<file path="src/rtl/reg_write_sched.sv">
// reg_write_sched: buffered register-file write scheduler.
// Write requests are queued in a small FIFO. Each one is decoded into per-byte-lane
// write enables. At most one write issues per cycle, and issue stalls while HOLD is high.
// Requests that cannot be decoded are consumed normally and reported through ERR/ERR_CNT.
module reg_write_sched #(
  parameter int NUM_REGS      = 8,
  parameter int NUM_BYTE_REGS = 4,
  parameter int DATA_W        = 16,
  parameter int DEPTH         = 2,
  parameter int IDX_W         = $clog2(NUM_REGS)
) (
  input  logic                  CLK,
  input  logic                  RST,
  input  logic                  REQ_VALID,
  output logic                  REQ_READY,
  input  logic [1:0]            REQ_SIZE,
  input  logic [IDX_W-1:0]      REQ_IDX,
  input  logic [DATA_W-1:0]     REQ_DATA,
  input  logic                  HOLD,
  input  logic                  ERR_CLR,
  output logic [2*NUM_REGS-1:0] WE,
  output logic [DATA_W-1:0]     WDATA,
  output logic                  ERR,
  output logic [7:0]            ERR_CNT
);

  localparam int HALF  = DATA_W / 2;
  localparam int CNT_W = $clog2(DEPTH + 1);
  localparam int PTR_W = (DEPTH > 1) ? $clog2(DEPTH) : 1;

  localparam logic [1:0] SZ_LO   = 2'b00;
  localparam logic [1:0] SZ_HI   = 2'b01;
  localparam logic [1:0] SZ_WORD = 2'b10;
  localparam logic [1:0] SZ_RSVD = 2'b11;

  // FIFO storage (not reset; validity is tracked by r_count)
  logic [1:0]        r_size [DEPTH];
  logic [IDX_W-1:0]  r_idx  [DEPTH];
  logic [DATA_W-1:0] r_data [DEPTH];

  logic [PTR_W-1:0]  r_wr_ptr;
  logic [PTR_W-1:0]  r_rd_ptr;
  logic [CNT_W-1:0]  r_count;

  logic                  w_push;
  logic                  w_pop;
  logic [1:0]            w_head_size;
  logic [IDX_W-1:0]      w_head_idx;
  logic [DATA_W-1:0]     w_head_data;
  logic                  w_illegal;
  logic [2*NUM_REGS-1:0] w_we;
  logic [DATA_W-1:0]     w_wdata;

  function automatic logic [PTR_W-1:0] next_ptr(input logic [PTR_W-1:0] p);
    return (p == PTR_W'(DEPTH - 1)) ? '0 : p + 1'b1;
  endfunction

  // Ready depends only on the registered count. A full FIFO refuses input even
  // when an entry pops on the same edge.
  assign REQ_READY = !RST && (r_count < CNT_W'(DEPTH));
  assign w_push    = REQ_VALID && REQ_READY;
  assign w_pop     = !RST && !HOLD && (r_count != '0);

  assign w_head_size = r_size[r_rd_ptr];
  assign w_head_idx  = r_idx[r_rd_ptr];
  assign w_head_data = r_data[r_rd_ptr];

  // Decode the FIFO head into lane enables, aligned data and a legality flag
  always_comb begin
    w_we      = '0;
    w_illegal = (w_head_size == SZ_RSVD) ||
                (int'(w_head_idx) >= NUM_REGS) ||
                ((w_head_size != SZ_WORD) && (int'(w_head_idx) >= NUM_BYTE_REGS));
    for (int unsigned i = 0; i < NUM_REGS; i++) begin
      if (w_head_idx == IDX_W'(i)) begin
        w_we[2*i]   = (w_head_size != SZ_HI);
        w_we[2*i+1] = (w_head_size != SZ_LO);
      end
    end
    if (w_illegal) begin
      w_we = '0;
    end
    w_wdata = (w_head_size == SZ_WORD) ? w_head_data
                                       : {2{w_head_data[HALF-1:0]}};
  end

  // Capture accepted requests into the FIFO storage
  always_ff @(posedge CLK) begin
    if (w_push) begin
      r_size[r_wr_ptr] <= REQ_SIZE;
      r_idx[r_wr_ptr]  <= REQ_IDX;
      r_data[r_wr_ptr] <= REQ_DATA;
    end
  end

  // FIFO bookkeeping, one-cycle write issue and the error flag/counter
  always_ff @(posedge CLK) begin
    if (RST) begin
      r_count  <= '0;
      r_wr_ptr <= '0;
      r_rd_ptr <= '0;
      WE       <= '0;
      WDATA    <= '0;
      ERR      <= 1'b0;
      ERR_CNT  <= '0;
    end else begin
      case ({w_push, w_pop})
        2'b10:   r_count <= r_count + CNT_W'(1);
        2'b01:   r_count <= r_count - CNT_W'(1);
        default: r_count <= r_count;
      endcase
      if (w_push) begin
        r_wr_ptr <= next_ptr(r_wr_ptr);
      end
      if (w_pop) begin
        r_rd_ptr <= next_ptr(r_rd_ptr);
      end

      WE <= '0;
      if (w_pop && !w_illegal) begin
        WE    <= w_we;
        WDATA <= w_wdata;
      end

      // An illegal pop outranks a clear on the same edge, so the new error is kept.
      if (w_pop && w_illegal) begin
        ERR <= 1'b1;
        if (ERR_CLR) begin
          ERR_CNT <= 8'd1;
        end else if (ERR_CNT != 8'hFF) begin
          ERR_CNT <= ERR_CNT + 8'd1;
        end
      end else if (ERR_CLR) begin
        ERR     <= 1'b0;
        ERR_CNT <= '0;
      end
    end
  end

endmodule

</file>
<file path="config.mk">
export PLATFORM = sky130hd
export DESIGN_NAME = reg_write_sched
export DESIGN_NICKNAME = d
export VERILOG_FILES = /design/src/rtl/reg_write_sched.sv
export SDC_FILE = /design/constraint.sdc
export NUM_CORES = 1
export LEC_CHECK = 0
export BUFFER_PORTS_ARGS = -buffer_cell sky130_fd_sc_hd__buf_2
export CORE_MARGIN = 2
export CORE_UTILIZATION = 54
export DETAILED_ROUTE_END_ITERATION = 6
export PLACE_DENSITY_LB_ADDON = 0.1
export SYNTH_ARGS = -nofsm -noshare
export SYNTH_HDL_FRONTEND = slang
export SYNTH_SLANG_ARGS = --single-unit
export TNS_END_PERCENT = 100
</file>
<file path="constraint.sdc">
create_clock -name CLK -period 2.3 [get_ports CLK]
set_input_delay 0.46 -clock CLK [delete_from_list [all_inputs] [get_ports CLK]]
set_output_delay 0.46 -clock CLK [all_outputs]
set_load 0.005 [all_outputs]
</file>
==> results.cfg, run 1 <==
[setup_path]
required_ns = 2.56
critPathCaptureType = flop
timing.rr.start = r_size[0][0]$_DFFE_PP_
critPathLaunch = r_size[0][0]$_DFFE_PP_
criticalPathCategory = reg2reg
worstPathArrival_ns = 2.10
start_kind = flop
critPathMaxFanout = 9
rrSetupSlack_ns = 0.46

[global_route]
grtUsageTotal_pct = 20.4
grt_pass1_vias = 2372
gr-total-overflow = 0
grt_pass1_wl_um = 11500
antenna_found_initial = 0
grt_start_max_net_pins = 29

[yosys]
synth_top_area_cell = edfxtp_1
synth-simple-area-share_pct = 12.0
yosys_warnings = 0
synth_edf_count = 42
synth_cell_types = 41
ys_seq_area_share_pct = 62.1
syn-num-nets = 327
async_flop_share_pct = 0
synthAdderAreaFrac_pct = 0.712
ys.flop_type = dfxtp_1
synthXorXnorAreaFrac_pct = 0.748
synth_compound_area_share_pct = 12.4
synth.area.mux_share_pct = 8.48
synth_top_area_share_pct = 35.9
postSynthRegisterBits = 88
synthCells = 299
synth_top_family_by_area = compound AO/OA/AOI/OAI gates
synth_area_um2 = 3510
syn_avg_cell_area_um2 = 11.8
ys_top_cells_by_area = edfxtp_1 36%, dfxtp_1 26%, mux2i_1 4.8%

[power]
power_density_nw_per_um2 = 729
ir_drop_uv = 389
p_leak_nw = 1.59

[place]
place_congestion = 0.734
dpl.cell_count = 437
portBuffers = 67
hpwl_um = 4720

[floorplan]
fp.dieW_um = 84.7
die_area_um2 = 7170
initial_core_util_pct = 55.6
die_h_um = 84.7
pin_count = 68
fp-row-count = 29
design.core.area_um2 = 6310

[sta]
skew_ns = 0.00921
relSlewSlack_pct = 43.7
rsz0062_at_grt = no
slew_viol_final = 0
fin_setup_tns_ns = 0
hold_viol = 0
fin_crit_ns = 1.84
fin_crit_sh_pct = 80.2
setup_viol = 0
fmax_ghz = 0.542
worstMarginPinSlew_ns = 0.843

[final_layout]
final_nets = 399
multi_input_area_um2 = 1210
final-seq-area_um2 = 2180
instances_no_fill = 453
drive_gt1_share_pct = 28.5
area_delta_synth_final_pct = 17.9
nFillCells = 540
antenna-diode-count = 0

[drt]
drcViolationCount = 0
vias_per_cell = 5.64
wl_per_cell_um = 16.0
drt_iter0_markers = 144
first_pass_iters = 4
vias = 2553
drtAntennaViolNets = 0
wirelength_um = 7230

[hold_path]
hold_start = REQ_DATA[3]
worstHoldPathType = in2reg

[cts]
cts_root_buf = clkbuf_8
numCtsBuffers = 9
clockBufferDepth = 2
cts_resized = 0
clkLatencyLatePin_ns = 0.34
clock_sinks = 88
tritoncts = done
postCtsHoldBufs = 0
postCtsSetupBuffers = 0
clk_pin_slew_ns = 0.09
cts_htree_levels = 3

[run]
max_cap_violations = 0

[outcome]
status = finished clean
## layout make-up
class	instances	area share, %
Clock buffer	11	3.41
Clock inverter	5	0.967
Inverter	13	1.18
Multi-Input combinational cell	180	29.2
Sequential cell	88	52.7
Tap cell	77	2.33
Timing Repair Buffer	79	10.3
## report_power, final
| part | internal, mW | switching, mW |
|---|---|---|
| Clock | 0.428 | 0.534 |
| Combinational | 0.125 | 0.200 |
| Sequential | 1.70 | 0.0323 |
| Total | 2.25 | 0.766 |
## registers in the layout (all words and copies together), names as in the netlist, named ones only
register and cells:
r_data 32, WDATA 16, WE 16, ERR_CNT 8
r_idx 6, r_size 4, r_count 2, ERR 1
r_rd_ptr 1, r_wr_ptr 1
## per-stage QoR
| stage | power (mW) | setup WS, ns | hold WS (ns) | utilization (%) | instance area (µm²) |
|---|---|---|---|---|---|
| 2_1_floorplan | 1.98 | 0.0731 | 0.444 | - | 3510 |
| 3_3_place_gp | 2.09 | 0.358 | 0.454 | 62.7 | 3960 |
| 3_5_place_dp | 2.09 | 0.285 | 0.459 | 62.7 | 3960 |
| 4_1_cts | 3.04 | 0.472 | 0.294 | 65.6 | 4140 |
| 5_1_grt | 3.14 | 0.323 | 0.280 | 65.6 | 4140 |
| 6_report | 3.02 | 0.456 | 0.301 | 65.6 | 4140 |
## critical path: stages, from the launching register on
cell and delay [ns]:
edfxtp_1 0.47, nor2b_1 0.69, a32o_1 0.23, nand2_1 0.18
nor3_1 0.20
## synthesized netlist by cell type (all sizes together) (2+ instances only)
master,n
or3,6
nand3b,9
mux2,11
o2111ai,8
and3,2
ha,2
nand3,7
o21ai,13
inv,13
nor2,17
a21oi,20
buf,7
dfxtp,46
xor2,2
clkbuf,11
edfxtp,42
a31oi,2
nor2b,3
nor4,5
a211oi,9
nand2,14
nor3,11
mux2i,17
o211ai,8
## routing by layer
layer	track usage [%]	vias up	wire (µm)
li1	-	1263	-
met1	26.8	1214	3310
met2	34.2	69	3530
met3	3.74	7	313
met4	7.07	0	72
met5	0	-	0
## placed cells by master (no fill, tap or decap), types with 2 or more instances in the layout
cell type and n:
clkinvlp_4 3, a211oi_1 9, nand3b_1 9, nor2b_1 3
nor4_1 5, a31oi_1 2, and3_1 2, inv_1 13
mux2i_1 17, o21ai_0 13, nand2_1 14, nor2_1 16
nor3_1 11, o211ai_1 8, nand3_1 7, buf_2 67
edfxtp_1 42, clkbuf_8 10, mux2_2 10, dfxtp_1 46
xor2_1 2, a21oi_1 20, o2111ai_1 8, ha_1 2
or3_1 6, buf_4 12
## path summary, 6_finish.rpt
path / end / depth (start not counted)
max: WE[8]$_SDFF_PP0_ / 4
min reg2reg: ERR$_SDFFE_PP0P_ / 2
min: r_data[1][3]$_DFFE_PP_ / 1
max reg2reg: WE[8]$_SDFF_PP0_ / 4
## cell families after synthesis
kind of cell               count (synthesis)
AOI/OAI and AO/OA                         67
xor gates and xnor gates                   3
adders and majority gates                  2
buffers and inverters                     31
DFF                                       88
muxes                                     28
and+or+nand+nor                           80
(Power assumes the default switching activity.)
==> run 2, diff against run 1 <==
- clock period: 2.3 -> 1.9 ns (I/O delays scaled with it)
==> results.cfg, run 2 (synthesis results as in run 1) <==
[sta]
fin_setup_tns_ns = 0
fin_crit_ns = 1.74
skew_ns = 0.00893
fin_crit_sh_pct = 91.8
relSlewSlack_pct = 66.6
fmax_ghz = 0.574
setup_slack_ns = 0.157
setup_viol = 0
worstMarginPinSlew_ns = 0.487
hold_viol = 0
slew_viol_final = 0
rsz0062_at_grt = no

[power]
seq_power_share_pct = 56.8
clkPwrFrac_pct = 32.0
swShare_pct = 26.4
p_switching_mw = 0.977
power_density_nw_per_um2 = 878
p_leak_nw = 1.63
internal_power_mw = 2.73
combPwrFrac_pct = 11.2
ir_drop_uv = 682

[cts]
clockBufferDepth = 2
numCtsBuffers = 9
clock_sinks = 88
cts_htree_levels = 3
tritoncts = done
cts_root_buf = clkbuf_8
postCtsSetupBuffers = 0
clkLatencyLatePin_ns = 0.36
clk_pin_slew_ns = 0.09

[floorplan]
fp.dieW_um = 84.7
design.core.area_um2 = 6310
fp-row-count = 29
initial_core_util_pct = 55.6
die_area_um2 = 7170
pin_count = 68
die_h_um = 84.7

[global_route]
antenna_found_initial = 0
grt_start_max_net_pins = 28
grt_pass1_wl_um = 11600
grtUsageTotal_pct = 20.9
grt_pass1_vias = 2453
gr-total-overflow = 0

[place]
place_ws_ns = 0.0394
hpwl_um = 4880
portBuffers = 67
place_congestion = 0.753

[setup_path]
criticalPathCategory = reg2reg
worstPathArrival_ns = 2.03
rrSetupSlack_ns = 0.16
required_ns = 2.18
worstRegToRegCells = 5
start_kind = flop
reg2reg_to = ERR_CNT[0]$_SDFFE_PP0P_
critPathCaptureType = flop
timing.rr.start = r_count[0]$_SDFFE_PP0P_
critPathMaxFanout = 22

[drt]
drcViolationCount = 0
wirelength_um = 7140
vias_per_cell = 5.64
vias = 2584
first_pass_iters = 4
drtAntennaViolNets = 0
wl_per_cell_um = 15.6
drt_iter0_markers = 120

[hold_path]
min_path_cells = 1
worstHoldEndpoint = r_idx[0][1]$_DFFE_PP_
worstHoldPathType = in2reg
hold_start = REQ_IDX[1]

[final_layout]
regMostFlops = r_data
largest_reg_flops = 32
drive_gt1_share_pct = 30.2
top_regs = r_data: 32 flops, WDATA: 16 flops, WE: 16 flops
most-common-layout-cells = 67 x buf_2, 46 x dfxtp_1, 42 x edfxtp_1
antenna-diode-count = 0
final_common_cell = buf_2
area_delta_synth_final_pct = 20.1
final_nets = 404

[run]
max_cap_violations = 0

[outcome]
status = finished clean
-- run 2: what timing repair did --
item,CTS,global route
endpoints found under the setup margin,0,3
hold buffers,0,0
gates resized for setup,0,2
-- run 2: per-stage QoR --
stage	utilization, %	area (µm²)	power, mW	hold slack, ns	instances
4_1_cts	66.7	4210	3.73	0.190	458
3_5_place_dp	63.9	4040	2.56	0.443	442
3_3_place_gp	63.9	4040	2.55	0.447	442
5_1_grt	66.8	4220	3.85	0.190	458
6_report	66.8	4220	3.70	0.203	458
2_1_floorplan	-	3520	2.40	0.444	299
-- run 2: per-layer routing --
metal	vias to the layer above	GRT usage, %	wire [µm]
met5	-	0	0
met4	0	8.80	84
met3	11	3.83	432
met2	85	35.1	3570
met1	1207	26.5	3060
li1	1281	-	-
-- run 2: power by group through the flow --
stage / clock network [mW] / registers (mW) / logic [mW]
2_1_floorplan: 0 / 2.13 / 0.267
3_3_place_gp: 0 / 2.14 / 0.409
3_5_place_dp: 0 / 2.15 / 0.417
4_1_cts: 1.21 / 2.10 / 0.419
5_1_grt: 1.28 / 2.11 / 0.460
6_report: 1.19 / 2.10 / 0.416
-- run 2: layout make-up --
cell class	count	area, µm²
clock buffer	9	124
sequential	88	2180
multi-input combinational	180	1210
timing repair buffer	84	500
tap	77	96.3
inverter	13	48.8
fill	532	2090
clock inverter	7	55.1
-- run 2: worst max-delay path by stage --
stage	startpoint	end	cells past startpoint
6_report	r_count[0]$_SDFFE_PP0P_	ERR_CNT[0]$_SDFFE_PP0P_	5
5_1_grt	r_count[0]$_SDFFE_PP0P_	ERR_CNT[0]$_SDFFE_PP0P_	5
4_1_cts	r_count[0]$_SDFFE_PP0P_	ERR_CNT[0]$_SDFFE_PP0P_	5
3_5_place_dp	RST	ERR_CNT[0]$_SDFFE_PP0P_	5
3_3_place_gp	RST	ERR_CNT[0]$_SDFFE_PP0P_	5
2_1_floorplan	RST	r_count[1]$_SDFFE_PP0P_	6
-- run 2: critical path: stages, from the launching register on --
cell	delay (ns)
dfxtp_1	0.40
nor2_1	0.05
or3_1	0.37
buf_12	0.18
or4_1	0.49
a31oi_1	0.18
